### src/rtl/console_in_buffer_pkg.sv
// Shared constants and types for the console receive buffer.
package console_in_buffer_pkg;

  // Default character width.
  localparam int DEF_DATA_W = 8;

  // End-of-line codes: carriage return is the default line terminator.
  localparam logic [7:0] CHAR_CR = 8'h0D;
  localparam logic [7:0] CHAR_LF = 8'h0A;

  // Handshake FSM: idle, offering a character, holding while acked, one-cycle gap.
  typedef enum logic [1:0] {
    ST_IDLE  = 2'd0,
    ST_OFFER = 2'd1,
    ST_HOLD  = 2'd2,
    ST_GAP   = 2'd3
  } con_state_e;

endpackage

### src/rtl/console_in_buffer_if.sv
// UART strobe input plus the Wrapper CONSOLE_IN valid/ack handshake.
interface console_in_buffer_if
  import console_in_buffer_pkg::*;
#(
  parameter int DATA_W = DEF_DATA_W
);
  logic [DATA_W-1:0] RX_DATA;
  logic              RX_VALID;
  logic [DATA_W-1:0] CONSOLE_IN;
  logic              CONSOLE_IN_valid;
  logic              CONSOLE_IN_ack;

  // Environment side: UART receiver and the consuming processor.
  modport master (
    output RX_DATA, RX_VALID, CONSOLE_IN_ack,
    input  CONSOLE_IN, CONSOLE_IN_valid
  );

  // Buffer side.
  modport slave (
    input  RX_DATA, RX_VALID, CONSOLE_IN_ack,
    output CONSOLE_IN, CONSOLE_IN_valid
  );
endinterface

### src/rtl/console_in_buffer_sync_fifo.sv
// Synchronous FIFO with flush; head entry is read combinationally and the
// occupancy/full/empty flags are registered.
module sync_fifo #(
  parameter  int DATA_W = 8,
  parameter  int DEPTH  = 16,
  localparam int AW     = $clog2(DEPTH),
  localparam int CW     = AW + 1
) (
  input  logic              clk_i,
  input  logic              rst_ni,
  input  logic              push_i,
  input  logic              pop_i,
  input  logic              flush_i,
  input  logic [DATA_W-1:0] data_i,
  output logic [DATA_W-1:0] head_o,
  output logic [CW-1:0]     count_o,
  output logic              full_o,
  output logic              empty_o,
  output logic              push_ok_o
);

  logic [DATA_W-1:0] mem_q [DEPTH];
  logic [AW-1:0]     wr_ptr_q, rd_ptr_q;
  logic [CW-1:0]     count_q, count_d;
  logic              full_q, empty_q;
  logic              wr_en_s, rd_en_s;

  // A push into a full FIFO is still accepted when the head leaves in the same cycle.
  assign wr_en_s   = push_i && (!full_q || pop_i) && !flush_i;
  assign rd_en_s   = pop_i && !empty_q && !flush_i;
  assign push_ok_o = wr_en_s;
  assign head_o    = mem_q[rd_ptr_q];
  assign count_o   = count_q;
  assign full_o    = full_q;
  assign empty_o   = empty_q;

  // Next occupancy from the push/pop pair; flush empties the FIFO.
  always_comb begin
    count_d = count_q;
    if (flush_i) begin
      count_d = '0;
    end else begin
      case ({wr_en_s, rd_en_s})
        2'b10:   count_d = count_q + CW'(1);
        2'b01:   count_d = count_q - CW'(1);
        default: count_d = count_q;
      endcase
    end
  end

  // Storage array; contents need no reset because occupancy gates every read.
  always_ff @(posedge clk_i) begin
    if (wr_en_s) begin
      mem_q[wr_ptr_q] <= data_i;
    end
  end

  // Pointers wrap naturally because DEPTH is a power of two; flags follow count.
  always_ff @(posedge clk_i or negedge rst_ni) begin
    if (!rst_ni) begin
      wr_ptr_q <= '0;
      rd_ptr_q <= '0;
      count_q  <= '0;
      full_q   <= 1'b0;
      empty_q  <= 1'b1;
    end else begin
      if (flush_i) begin
        wr_ptr_q <= '0;
        rd_ptr_q <= '0;
      end else begin
        if (wr_en_s) wr_ptr_q <= wr_ptr_q + AW'(1);
        if (rd_en_s) rd_ptr_q <= rd_ptr_q + AW'(1);
      end
      count_q <= count_d;
      full_q  <= (count_d == CW'(DEPTH));
      empty_q <= (count_d == CW'(0));
    end
  end

endmodule

### src/rtl/console_in_buffer.sv
// Receive-side console buffer: queues UART characters and offers them one at
// a time over the Wrapper's 4-phase valid/ack handshake, optionally only once
// a whole line has arrived.
module console_in_buffer
  import console_in_buffer_pkg::*;
#(
  parameter  int                DATA_W    = DEF_DATA_W,
  parameter  int                DEPTH     = 16,
  parameter  int                LINE_MODE = 0,
  parameter  logic [DATA_W-1:0] EOL_CHAR  = DATA_W'(CHAR_CR),
  localparam int                CW        = $clog2(DEPTH) + 1
) (
  input  logic                 CLK,
  input  logic                 RESETn,
  input  logic                 FLUSH,
  console_in_buffer_if.slave   bus,
  output logic [CW-1:0]        COUNT,
  output logic [CW-1:0]        LINES,
  output logic                 FULL,
  output logic                 EMPTY,
  output logic                 OVERFLOW
);

  con_state_e        state_q;
  logic [DATA_W-1:0] con_data_q;
  logic              con_valid_q;
  logic [CW-1:0]     lines_q, lines_d;
  logic              overflow_q, overflow_d;
  logic [DATA_W-1:0] head_s;
  logic              push_ok_s, pop_s, rel_s;
  logic              eol_in_s, eol_out_s;

  // The head leaves only on the first acked cycle of an offer, never during flush.
  assign pop_s     = (state_q == ST_OFFER) && bus.CONSOLE_IN_ack && !FLUSH;
  assign eol_in_s  = push_ok_s && (bus.RX_DATA == EOL_CHAR);
  assign eol_out_s = pop_s && (head_s == EOL_CHAR);

  sync_fifo #(
    .DATA_W (DATA_W),
    .DEPTH  (DEPTH)
  ) u_fifo (
    .clk_i     (CLK),
    .rst_ni    (RESETn),
    .push_i    (bus.RX_VALID),
    .pop_i     (pop_s),
    .flush_i   (FLUSH),
    .data_i    (bus.RX_DATA),
    .head_o    (head_s),
    .count_o   (COUNT),
    .full_o    (FULL),
    .empty_o   (EMPTY),
    .push_ok_o (push_ok_s)
  );

  // Release rule: any data, or in line mode a full line (or a full buffer to avoid deadlock).
  always_comb begin
    rel_s = 1'b0;
    if (LINE_MODE != 0) begin
      rel_s = (lines_q != CW'(0)) || FULL;
    end else begin
      rel_s = !EMPTY;
    end
  end

  // Line counter follows EOL characters entering and leaving; overflow is sticky until flush.
  always_comb begin
    lines_d    = lines_q;
    overflow_d = overflow_q;
    if (FLUSH) begin
      lines_d    = '0;
      overflow_d = 1'b0;
    end else begin
      case ({eol_in_s, eol_out_s})
        2'b10:   lines_d = lines_q + CW'(1);
        2'b01:   lines_d = lines_q - CW'(1);
        default: lines_d = lines_q;
      endcase
      if (bus.RX_VALID && !push_ok_s) begin
        overflow_d = 1'b1;
      end else begin
        overflow_d = overflow_q;
      end
    end
  end

  // Line and overflow status registers.
  always_ff @(posedge CLK or negedge RESETn) begin
    if (!RESETn) begin
      lines_q    <= '0;
      overflow_q <= 1'b0;
    end else begin
      lines_q    <= lines_d;
      overflow_q <= overflow_d;
    end
  end

  // Handshake FSM; a flush during an acked offer waits for ack to fall with valid forced low.
  always_ff @(posedge CLK or negedge RESETn) begin
    if (!RESETn) begin
      state_q     <= ST_IDLE;
      con_valid_q <= 1'b0;
      con_data_q  <= '0;
    end else if (FLUSH) begin
      con_valid_q <= 1'b0;
      if (((state_q == ST_OFFER) || (state_q == ST_HOLD)) && bus.CONSOLE_IN_ack) begin
        state_q <= ST_HOLD;
      end else begin
        state_q <= ST_IDLE;
      end
    end else begin
      case (state_q)
        ST_IDLE: begin
          if (rel_s) begin
            con_data_q  <= head_s;
            con_valid_q <= 1'b1;
            state_q     <= ST_OFFER;
          end
        end
        ST_OFFER: begin
          if (bus.CONSOLE_IN_ack) state_q <= ST_HOLD;
        end
        ST_HOLD: begin
          if (!bus.CONSOLE_IN_ack) begin
            con_valid_q <= 1'b0;
            state_q     <= ST_GAP;
          end
        end
        ST_GAP: begin
          state_q <= ST_IDLE;
        end
        default: begin
          con_valid_q <= 1'b0;
          state_q     <= ST_IDLE;
        end
      endcase
    end
  end

  assign bus.CONSOLE_IN       = con_data_q;
  assign bus.CONSOLE_IN_valid = con_valid_q;
  assign LINES                = lines_q;
  assign OVERFLOW             = overflow_q;

endmodule

### src/flat_wrapper.sv
// flat-port wrapper written by rule: the top's interface ports become plain ports
module console_in_buffer_flat import console_in_buffer_pkg::*;
#(
  parameter  int                DATA_W    = DEF_DATA_W,
  parameter  int                DEPTH     = 16,
  parameter  int                LINE_MODE = 0,
  parameter  logic [DATA_W-1:0] EOL_CHAR  = DATA_W'(CHAR_CR),
  localparam int                CW        = $clog2(DEPTH) + 1
)
  (CLK, RESETn, FLUSH, COUNT, LINES, FULL, EMPTY, OVERFLOW, bus_RX_DATA, bus_RX_VALID, bus_CONSOLE_IN_ack, bus_CONSOLE_IN, bus_CONSOLE_IN_valid);
  console_in_buffer_if #(.DATA_W(DATA_W)) bus_i ();
  input  logic CLK;
  input  logic RESETn;
  input  logic FLUSH;
  output logic [CW-1:0] COUNT;
  output logic [CW-1:0] LINES;
  output logic FULL;
  output logic EMPTY;
  output logic OVERFLOW;
  input wire logic [$bits(bus_i.RX_DATA)-1:0] bus_RX_DATA;
  input wire logic [$bits(bus_i.RX_VALID)-1:0] bus_RX_VALID;
  input wire logic [$bits(bus_i.CONSOLE_IN_ack)-1:0] bus_CONSOLE_IN_ack;
  output wire logic [$bits(bus_i.CONSOLE_IN)-1:0] bus_CONSOLE_IN;
  output wire logic [$bits(bus_i.CONSOLE_IN_valid)-1:0] bus_CONSOLE_IN_valid;
  assign bus_i.RX_DATA = bus_RX_DATA;
  assign bus_i.RX_VALID = bus_RX_VALID;
  assign bus_i.CONSOLE_IN_ack = bus_CONSOLE_IN_ack;
  assign bus_CONSOLE_IN = bus_i.CONSOLE_IN;
  assign bus_CONSOLE_IN_valid = bus_i.CONSOLE_IN_valid;
  console_in_buffer #(.DATA_W(DATA_W), .DEPTH(DEPTH), .LINE_MODE(LINE_MODE), .EOL_CHAR(EOL_CHAR)) u_core (.CLK(CLK), .RESETn(RESETn), .FLUSH(FLUSH), .bus(bus_i), .COUNT(COUNT), .LINES(LINES), .FULL(FULL), .EMPTY(EMPTY), .OVERFLOW(OVERFLOW));
endmodule
### config.mk
export PLATFORM = sky130hd
export DESIGN_NAME = console_in_buffer_flat
export DESIGN_NICKNAME = d
export VERILOG_FILES = /design/src/rtl/console_in_buffer_pkg.sv /design/src/rtl/console_in_buffer_if.sv /design/src/rtl/console_in_buffer_sync_fifo.sv /design/src/rtl/console_in_buffer.sv /design/src/flat_wrapper.sv
export SDC_FILE = /design/constraint.sdc
export NUM_CORES = 1
export LEC_CHECK = 0
export ABC_AREA = 1
export CORE_UTILIZATION = 42
export CTS_BUF_LIST = sky130_fd_sc_hd__clkbuf_4
export DETAILED_ROUTE_END_ITERATION = 8
export GPL_TIMING_DRIVEN = 0
export PLACE_DENSITY = 0.59
export SLEW_MARGIN = 20
export SYNTH_ARGS = -nofsm -noshare
export SYNTH_HDL_FRONTEND = slang
export SYNTH_SLANG_ARGS = --single-unit
### constraint.sdc
create_clock -name CLK -period 4.45 [get_ports CLK]
set_clock_uncertainty 0.2 [all_clocks]
set_input_delay 0.89 -clock CLK [delete_from_list [all_inputs] [get_ports CLK]]
set_output_delay 0.89 -clock CLK [all_outputs]
set_load 0.01 [all_outputs]
* Word level (Yosys, flattened, before mapping) *
Memory sizes are Yosys's and may differ from the RTL's.
Cells that the tools add are included.

storage, ports and cells
  output and inout port bits = 22
  logic and storage cells = 80
  RAM bits = 128
  register bits = 32
  memories kept = 1
  input bits = 13

cells by class
  $add $sub $neg = 6
  reductions and logical operators = 26
  mux-type cells = 22
  bitwise logic cells = 2
  equal/unequal tests = 13

memory list
  memory               words  bits a word  read ports  clocked after Yosys merged registers in  wr ports  line                               text
  u_core.u_fifo.mem_q  16     8            1           0                                        1         console_in_buffer_sync_fifo.sv:22  logic [DATA_W-1:0] mem_q [DEPTH];

operators by type and width
  kind                                               number
  case mux 5 bit (2 select lines)                    2
  == test 8 x 4 -> 1 bit (second input constant)     2
  two-way mux 4 bit                                  4
  adder 5 x 1 -> 5 bit (second input constant)       2
  logical AND 1 bit                                  10
  two-way mux 2 bit                                  5
  two-way mux 5 bit                                  2
  subtractor 5 x 1 -> 5 bit (second input constant)  2
  != test 3 bit (second input constant)              3
  AND reduction 3 bit                                3
  adder 4 x 1 -> 4 bit (second input constant)       2
  == test 2 bit (second input constant)              4
  case mux 2 bit (4 select lines)                    1
  two-way mux 1 bit                                  7
  == test 2 x 1 -> 1 bit (second input constant)     3
  nonzero test 2 bit                                 3
  nonzero test 3 bit                                 2
  == test 5 bit (second input constant)              1
  zero test 5 bit                                    1
  zero test 1 bit                                    4
  zero test 2 bit                                    1
  logical OR 1 bit                                   2
  NOT 1 bit                                          2
  case mux 1 bit (2 select lines)                    1

* Logic depth before layout (Yosys ltp) *
Gate-level depths: netlist (run 1).

  depth in word-level cells = 10
  depth in mapped cells = 21
  gate-level depth less buffers = 20

* Hierarchy *
A second synthesis (run 1) with hierarchy kept.

second synthesis, totals
  cell total of the unflattened synthesis = 656
  area total of the unflattened synthesis = 7088.0 um2

by module, submodules not included
  module             instances  cells an instance  sequential area each (um2)  area each (um2)
  sync_fifo          1          524                4220.3                      6014.5
  console_in_buffer  1          132                425.4                       1073.5

* Worst setup path before layout (run 1) *
Ideal clock, no wire load.

  path kind = input to register
  start point = input port FLUSH
  end point = register u_core.u_fifo.empty_q (netlist: u_core.u_fifo.empty_o)
  stages on the path = 19
  library setup time = 0.067 ns
  slack = 0.954 ns
  data required time = 4.183 ns
  buffers on the path = 1
  arrival = 3.229 ns
  cell sequence = inv_1 > nand3_1 > nand2_1 > nand2_1 > nor2_1 > inv_1 > ha_1 > clkbuf_1 > xor2_1 > ha_1 > a21o_1 > nand2_1 > o21ai_0 > o21ai_0 > a21oi_1 > nand2_1 > nand2_1 > nor2_1 > nor2_1

on the way
  cells in the longest elaborated chain, start to end = 9
  elaborated cells on any way between the ends = 12
  classes of those cells = eq/ne: 2; mux: 2; reduce/logical: 8

ends and longest elaborated chain
  element                                                  line                                                                                           text
  start, declared                                          flat_wrapper.sv:14                                                                             input logic FLUSH;
  zero test 1 bit                                          console_in_buffer_sync_fifo.sv:29, console_in_buffer_sync_fifo.sv:30, console_in_buffer.sv:34
  logical AND 1 bit                                        console_in_buffer.sv:34                                                                        assign pop_s = (state_q == ST_OFFER) && bus.CONSOLE_IN_ack && !FLUSH;
  logical OR 1 bit                                         console_in_buffer_sync_fifo.sv:29                                                              assign wr_en_s = push_i && (!full_q || pop_i) && !flush_i;
  logical AND 1 bit (2 in a row)                           console_in_buffer_sync_fifo.sv:29
  == test 2 x 1 -> 1 bit or == test 2 bit (tied branches)  console_in_buffer_sync_fifo.sv:43                                                              case ({wr_en_s, rd_en_s})
  case mux 5 bit (2 select lines)                          console_in_buffer_sync_fifo.sv:43
  two-way mux 5 bit *                                      console_in_buffer_sync_fifo.sv:40                                                              if (flush_i) begin
  net u_core.u_fifo.count_d[4]                             console_in_buffer_sync_fifo.sv:24                                                              logic [CW-1:0] count_q, count_d;
  zero test 5 bit *                                        console_in_buffer_sync_fifo.sv:76                                                              empty_q <= (count_d == CW'(0));
  end signal, assigned                                     console_in_buffer_sync_fifo.sv:76
  end, declared                                            console_in_buffer_sync_fifo.sv:25                                                              logic full_q, empty_q;

Mark *: on every way through the listed nets, which the timed path passes. The rest lies on a longest branch.
A chain may end at the register's enable or synchronous reset.

* Final worst setup path (run 1) *
Ends and elaborated chain as after synthesis.

==> results.cfg, run 1 <==
[synth]
ys_types = 35
yosysTopAreaCell = edfxtp_1
avgSynthCellArea_um2 = 9.88
netlist_area_um2 = 7300
synth_seq_cells = 160
synth_edf_count = 128
synth_area_leaders = edfxtp_1 (53%), nand2_1 (12%), dfrtp_1 (11%)
ys.warnings.count = 0
netlist_instances = 739
ys_seq_area_share_pct = 63.7
syn_nets = 767
ys.flop_type = edfxtp_1
synthArstFlopShare_pct = 20.0
synth_top_area_share_pct = 52.7

[placement]
port-buffer-count = 34
place_congestion = 0.824
post-place-cells = 996
dpl.hpwl_mm = 12.5
place_ws_ps = -386

[sta]
worstMarginPinSlew_ps = 1040
finalCritPeriodShare_pct = 90.2
worst_hold_slack_ps = 316
rsz0062_at_grt = false
fin_ws_ps = 436
period_needed_ps = 4010
hold_viol_final = 0
finalSetupViolations = 0
slew-limit-headroom_pct = 30.7
slew_viol_final = 0
fmax_mhz = 249
setup_tns_ps = 0

[clock_network]
cts_buffers = 17
clock_latency_ps = 570
cts_htree_levels = 4
cts-root-buf = clkbuf_4
clk_pin_slew_worst_paths_ps = 140
clockBufferDepth = 2
cts.sink_count = 160
tritoncts = built

[power]
peakVddDrop_mv = 0.184
p_per_area_nw_per_um2 = 377
leakagePower_nw = 3.49

[worst_setup_path]
crit-reg2reg-launch = u_core.state_q[1]
crit_path_max_incr_delay_ps = 590
crit_chain = clkdlybuf4s50_1 > inv_2 > nand3_1 > nand2_1 > nand2_1 > nor2_4 > inv_1 > ha_1 > clkbuf_1 > xor2_1 > ha_1 > a21o_1 > nand2_1 > o21ai_0 > o21ai_0 > a21oi_1 > nand2_1 > nand2_1 > nor2_1 > nor2_1
crit_fanout = 7
crit_path_end_kind = flip-flop
critPathRequiredTime_ps = 4750
worst_path_max_delay_cell = clkdlybuf4s50_1
critical_path_buf_inv_count = 4
cpMostUsedCell = nand2_1
crit_path_start = FLUSH
start_kind = input pin
crit_family = buffers and inverters
cp.arrival_ps = 4310
path_class = input pin to flip-flop

[floorplanning]
die_h_um = 134
num_io_pins = 35
rows = 47
fp.coreArea_um2 = 16800
start_util_pct = 43.5
die_area_um2 = 17900
die_w_um = 134

[routing]
vias = 5343
post-route-drc-count = 0
via_per_inst = 5.19
dr.first_iter.drc_count = 385
drtAntennaViolNets = 0
wirelength_mm = 18.3
wl_per_cell_um = 17.8
firstDrtPassIters = 7

[final_layout]
final_nets = 824
instances_no_fill = 1030
layout_commonest_cell = nand2_1
layout-drive-gt1-share_pct = 9.02
final_cell_mix = nand2_1 (236), edfxtp_1 (128), nand3_1 (87)
syn2layout_area_growth_pct = 13.3

[global_route]
grt_pass1_wl_mm = 28.8
grtUsageTotal_pct = 21.9
antenna_found_initial = 1
overflow = 0
grt_max_degree = 27
grt_pass1_vias = 5154

[hold_path]
hold_path_class = flip-flop to flip-flop
min_from = u_core.bus.CONSOLE_IN[5]

[status]
status = finished clean

[job]
cap_violations = 0
Yosys cell counts (2+ instances only):
library cell  instances
clkbuf_1              5
nor2_1               50
buf_6                 4
o21ai_0              23
clkinv_1              2
o21ai_1               7
a21oi_1               7
buf_1                 2
dfrtp_1              31
nor2_2                2
o21bai_1              2
nand3_2               2
edfxtp_1            128
nor3_1               10
buf_2                14
o211ai_1              3
nand3_1              87
inv_1                83
inv_2                 7
buf_4                 3
ha_1                 14
xor2_1                4
nand2_1             236
a211oi_1              2
power by group:
group / internal, mW / total [mW] / leakage (nW) / switching [mW]
Combinational: 0.202 / 0.503 / 1.76 / 0.301
Clock: 0.393 / 0.892 / 0.155 / 0.499
Sequential: 1.68 / 1.73 / 1.57 / 0.0426
Total: 2.28 / 3.12 / 3.49 / 0.843
sequential cells by signal, summed over array words and instances, names as in the netlist:
name,count
u_core.u_fifo.wr_ptr_q,4
u_core.LINES,5
u_core.bus.CONSOLE_IN,8
u_core.state_q,2
u_core.OVERFLOW,1
u_core.bus.CONSOLE_IN_valid,1
u_core.u_fifo.count_o,5
u_core.u_fifo.mem_q,128
u_core.u_fifo.full_o,1
u_core.u_fifo.rd_ptr_q,4
u_core.u_fifo.empty_o,1
worst register-to-register path: stages, from the launching register on:
cell	delay [ps]
dfrtp_1	410
inv_1	90
ha_1	170
nand3_1	190
nand2_1	150
nand2_1	140
nor2_4	210
inv_1	120
ha_1	210
clkbuf_1	180
xor2_1	250
ha_1	180
a21o_1	110
nand2_1	60
o21ai_0	200
o21ai_0	110
a21oi_1	190
nand2_1	70
nand2_1	80
nor2_1	60
nor2_1	110
metal layers:
layer	wire length [um]	vias up	share of wire [%]	track usage [%]
li1	-	2545	-	-
met1	7940	2562	43	29.3
met2	8840	205	48	35.4
met3	1170	31	6.4	4.16
met4	388	0	2.1	8.33
met5	0	-	0	0
path summary, 6_finish.rpt:
kind                                       endpoint  slack, ps  cells after the start
setup / recovery              u_core.u_fifo.empty_o        440                     20
hold / removal             u_core.bus.CONSOLE_IN[5]        320                      2
setup reg to reg              u_core.u_fifo.empty_o        910                     20
hold reg to reg            u_core.bus.CONSOLE_IN[5]        320                      2
max in group asynchronous     u_core.u_fifo.empty_o       3100                      3
min in group asynchronous           u_core.LINES[3]        470                      2
layout make-up:
cell class	count	area (um^2)
well taps	220	275
plain buffers	28	164
clock buffers	19	143
diodes	1	2.50
clock inverters	13	143
flip-flops and latches	160	4650
repair buffers	38	380
multi-input cells	459	2170
fillers	1543	8490
inverters	92	345
logic make-up (layout without fill, tap and decap cells):
group	after synthesis	in the layout	share of synthesized area [%]
AO/OA/AOI/OAI	50	50	3.91
XOR/XNOR	5	5	0.600
adder cells (fa/ha/maj)	15	15	2.67
buffers and inverters	120	190	6.98
flip-flops	160	160	63.7
other	0	1	0
AND/OR/NAND/NOR	389	389	22.2
per-stage QoR:
stage | total power, mW | area, um^2 | util, %
after global placement | 2.24 | 7910 | 47.2
after floorplan | 2.03 | 7300 | -
after global routing | 3.25 | 8270 | 49.3
final | 3.12 | 8270 | 49.3
after detailed placement | 2.26 | 7960 | 47.5
after CTS | 3.14 | 8260 | 49.3
timing repair:
| item | 4_1_cts | 5_1_grt |
|---|---|---|
| resized for setup | 0 | 3 |
| setup endpoints to repair | 0 | 3 |
| hold endpoints to repair | 6 | 0 |
| hold buffers | 1 | 0 |
| setup buffers | 0 | 0 |
No activity file was read; power rests on OpenSTA's default activity.
==> run 2: changes to the inputs <==
CORE_MARGIN = 10   (was default)
==> run 2 against run 1 <==
Die area rose by 29%. Design area decreased by 0.77%. Routed wire length up 6.8%. Cell count grew 0.19%. Sequential power hardly changed. Setup slack got worse by 19 ps. Global-route usage down 5.3 points. Register-to-register slack worse by 30 ps. First-iteration DRC count up 75%. Fmax is 0.48% lower. Core utilization is 1.6 points lower.
==> results.cfg, run 2 (synthesized netlist as in run 1, its figures left out) <==
[clock_network]
cts-root-buf = clkbuf_4
clockBufferDepth = 2
holdBufCountCts = 0
tritoncts = built
cts.sink_count = 160
cts_buffers = 17
postCtsSetupBuffers = 0
clock_latency_ps = 580
cts_resized = 0
cts_htree_levels = 4
clk_pin_slew_worst_paths_ps = 140

[power]
peakVddDrop_mv = 0.214
p_clk_share_pct = 26.5
leakagePower_nw = 3.46
pwr-share-seq_pct = 56.7
p_sw_mw = 0.875
switching_share_pct = 28.8
p_per_area_nw_per_um2 = 370
comb_power_share_pct = 16.8
p_int_mw = 2.16

[floorplanning]
rows = 48
start_util_pct = 42.5
die_w_um = 152
fp.coreArea_um2 = 17200
die_area_um2 = 23000
die_h_um = 152
num_io_pins = 35

[sta]
period_needed_ps = 4030
hold_viol_final = 0
worstMarginPinSlew_ps = 1070
slew_viol_final = 0
finalSetupViolations = 0
rsz0062_at_grt = false
worst_hold_slack_ps = 162
finalCritPeriodShare_pct = 90.6
fmax_mhz = 248
slew-limit-headroom_pct = 28.5

[worst_setup_path]
critical_path_buf_inv_count = 4
critPathRequiredTime_ps = 4750
cp.arrival_ps = 4340
start_kind = input pin
cpMostUsedCell = nand2_1
reg2reg_depth = 20
path_class = input pin to flip-flop
crit-reg2reg-launch = u_core.state_q[1]
reg2reg_to = u_core.u_fifo.empty_o
crit_chain = clkdlybuf4s50_1 > inv_1 > nand3_1 > nand2_1 > nand2_1 > nor2_2 > inv_1 > ha_1 > clkbuf_1 > xor2_1 > ha_1 > a21o_1 > nand2_1 > o21ai_0 > o21ai_0 > a21oi_1 > nand2_1 > nand2_1 > nor2_1 > nor2_1
crit_family = buffers and inverters
crit_path_max_incr_delay_ps = 550
crit_fanout = 7
reg2reg_slack_ps = 880
worst_path_max_delay_cell = clkdlybuf4s50_1
crit_path_end_kind = flip-flop

[routing]
firstDrtPassIters = 5
via_per_inst = 5.24
vias = 5406
wl_per_cell_um = 19.0
drtAntennaViolNets = 0
post-route-drc-count = 0
wirelength_mm = 19.6
dr.first_iter.drc_count = 675

[global_route]
overflow = 0
grtUsageTotal_pct = 16.6
grt_max_degree = 33
antenna_found_initial = 0
grt_pass1_vias = 5318
grt_pass1_wl_mm = 30.1

[final_layout]
largest_register_ff_count = 128
syn2layout_area_growth_pct = 12.4
instances_no_fill = 1032
layout_commonest_cell = nand2_1
regMostFlops = u_core.u_fifo.mem_q
fin_util_pct = 47.8
layout-drive-gt1-share_pct = 9.05
final_cell_mix = nand2_1 (236), edfxtp_1 (128), nand3_1 (87)
nFillCells = 1617
final_nets = 822
diodes = 0

[status]
status = finished clean

[placement]
dpl.hpwl_mm = 13.0
post-place-cells = 1000
place_congestion = 0.878
port-buffer-count = 34

[hold_path]
hold_path_class = input pin to asynchronous set/reset pin

[job]
cap_violations = 0
[run 2: power groups by stage]
| stage | clock network (mW) | registers, mW | logic (mW) |
|---|---|---|---|
| 2_1_floorplan | 0 | 1.77 | 0.253 |
| 5_1_grt | 0.881 | 1.73 | 0.562 |
| 4_1_cts | 0.823 | 1.72 | 0.512 |
| 3_3_place_gp | 0 | 1.75 | 0.494 |
| 6_report | 0.805 | 1.72 | 0.511 |
| 3_5_place_dp | 0 | 1.76 | 0.509 |
[run 2: cell type report]
class	count	area (um^2)	share of cell area, %
plain buffers	28	164	2.00
inverters	92	345	4.21
flip-flops and latches	160	4650	56.6
clock inverters	14	118	1.43
repair buffers	36	350	4.27
multi-input cells	459	2170	26.4
clock buffers	18	135	1.65
well taps	225	282	3.43
[run 2: worst max-delay path by stage]
stage / startpoint / end / slack (ps) / cells after the start
final: FLUSH / u_core.u_fifo.empty_o / 420 / 20
after global routing: FLUSH / u_core.u_fifo.empty_o / 40 / 20
after CTS: FLUSH / u_core.u_fifo.empty_o / 360 / 20
after detailed placement: FLUSH / u_core.u_fifo.empty_o / -240 / 20
after global placement: FLUSH / u_core.u_fifo.empty_o / -130 / 20
after floorplan: FLUSH / u_core.u_fifo.empty_o / 950 / 19
[run 2: through the flow]
step | TNS, ps | instance area (um^2) | worst slack, ps | power (mW)
finish | 0 | 8210 | 417 | 3.04
floorplan | 0 | 7300 | 954 | 2.03
detailed placement | -658 | 7950 | -244 | 2.27
CTS | 0 | 8200 | 361 | 3.06
global placement | -324 | 7920 | -127 | 2.25
global route | 0 | 8210 | 43.1 | 3.17
[run 2: metal layers]
metal | routed length (um) | GRT usage (%)
met5 | 0 | 0
met2 | 9470 | 27.4
met4 | 362 | 4.77
met3 | 1420 | 3.47
met1 | 8330 | 21.5
[run 2: worst reg2reg max path: stages (launching register included)]
cell and delay [ps]:
dfrtp_1 420, inv_1 100, ha_1 180, nand3_1 170
nand2_1 140, nand2_1 120, nor2_2 280, inv_1 140
ha_1 220, clkbuf_1 180, xor2_1 240, ha_1 180
a21o_1 110, nand2_1 60, o21ai_0 190, o21ai_0 110
a21oi_1 180, nand2_1 70, nand2_1 80, nor2_1 60
nor2_1 110
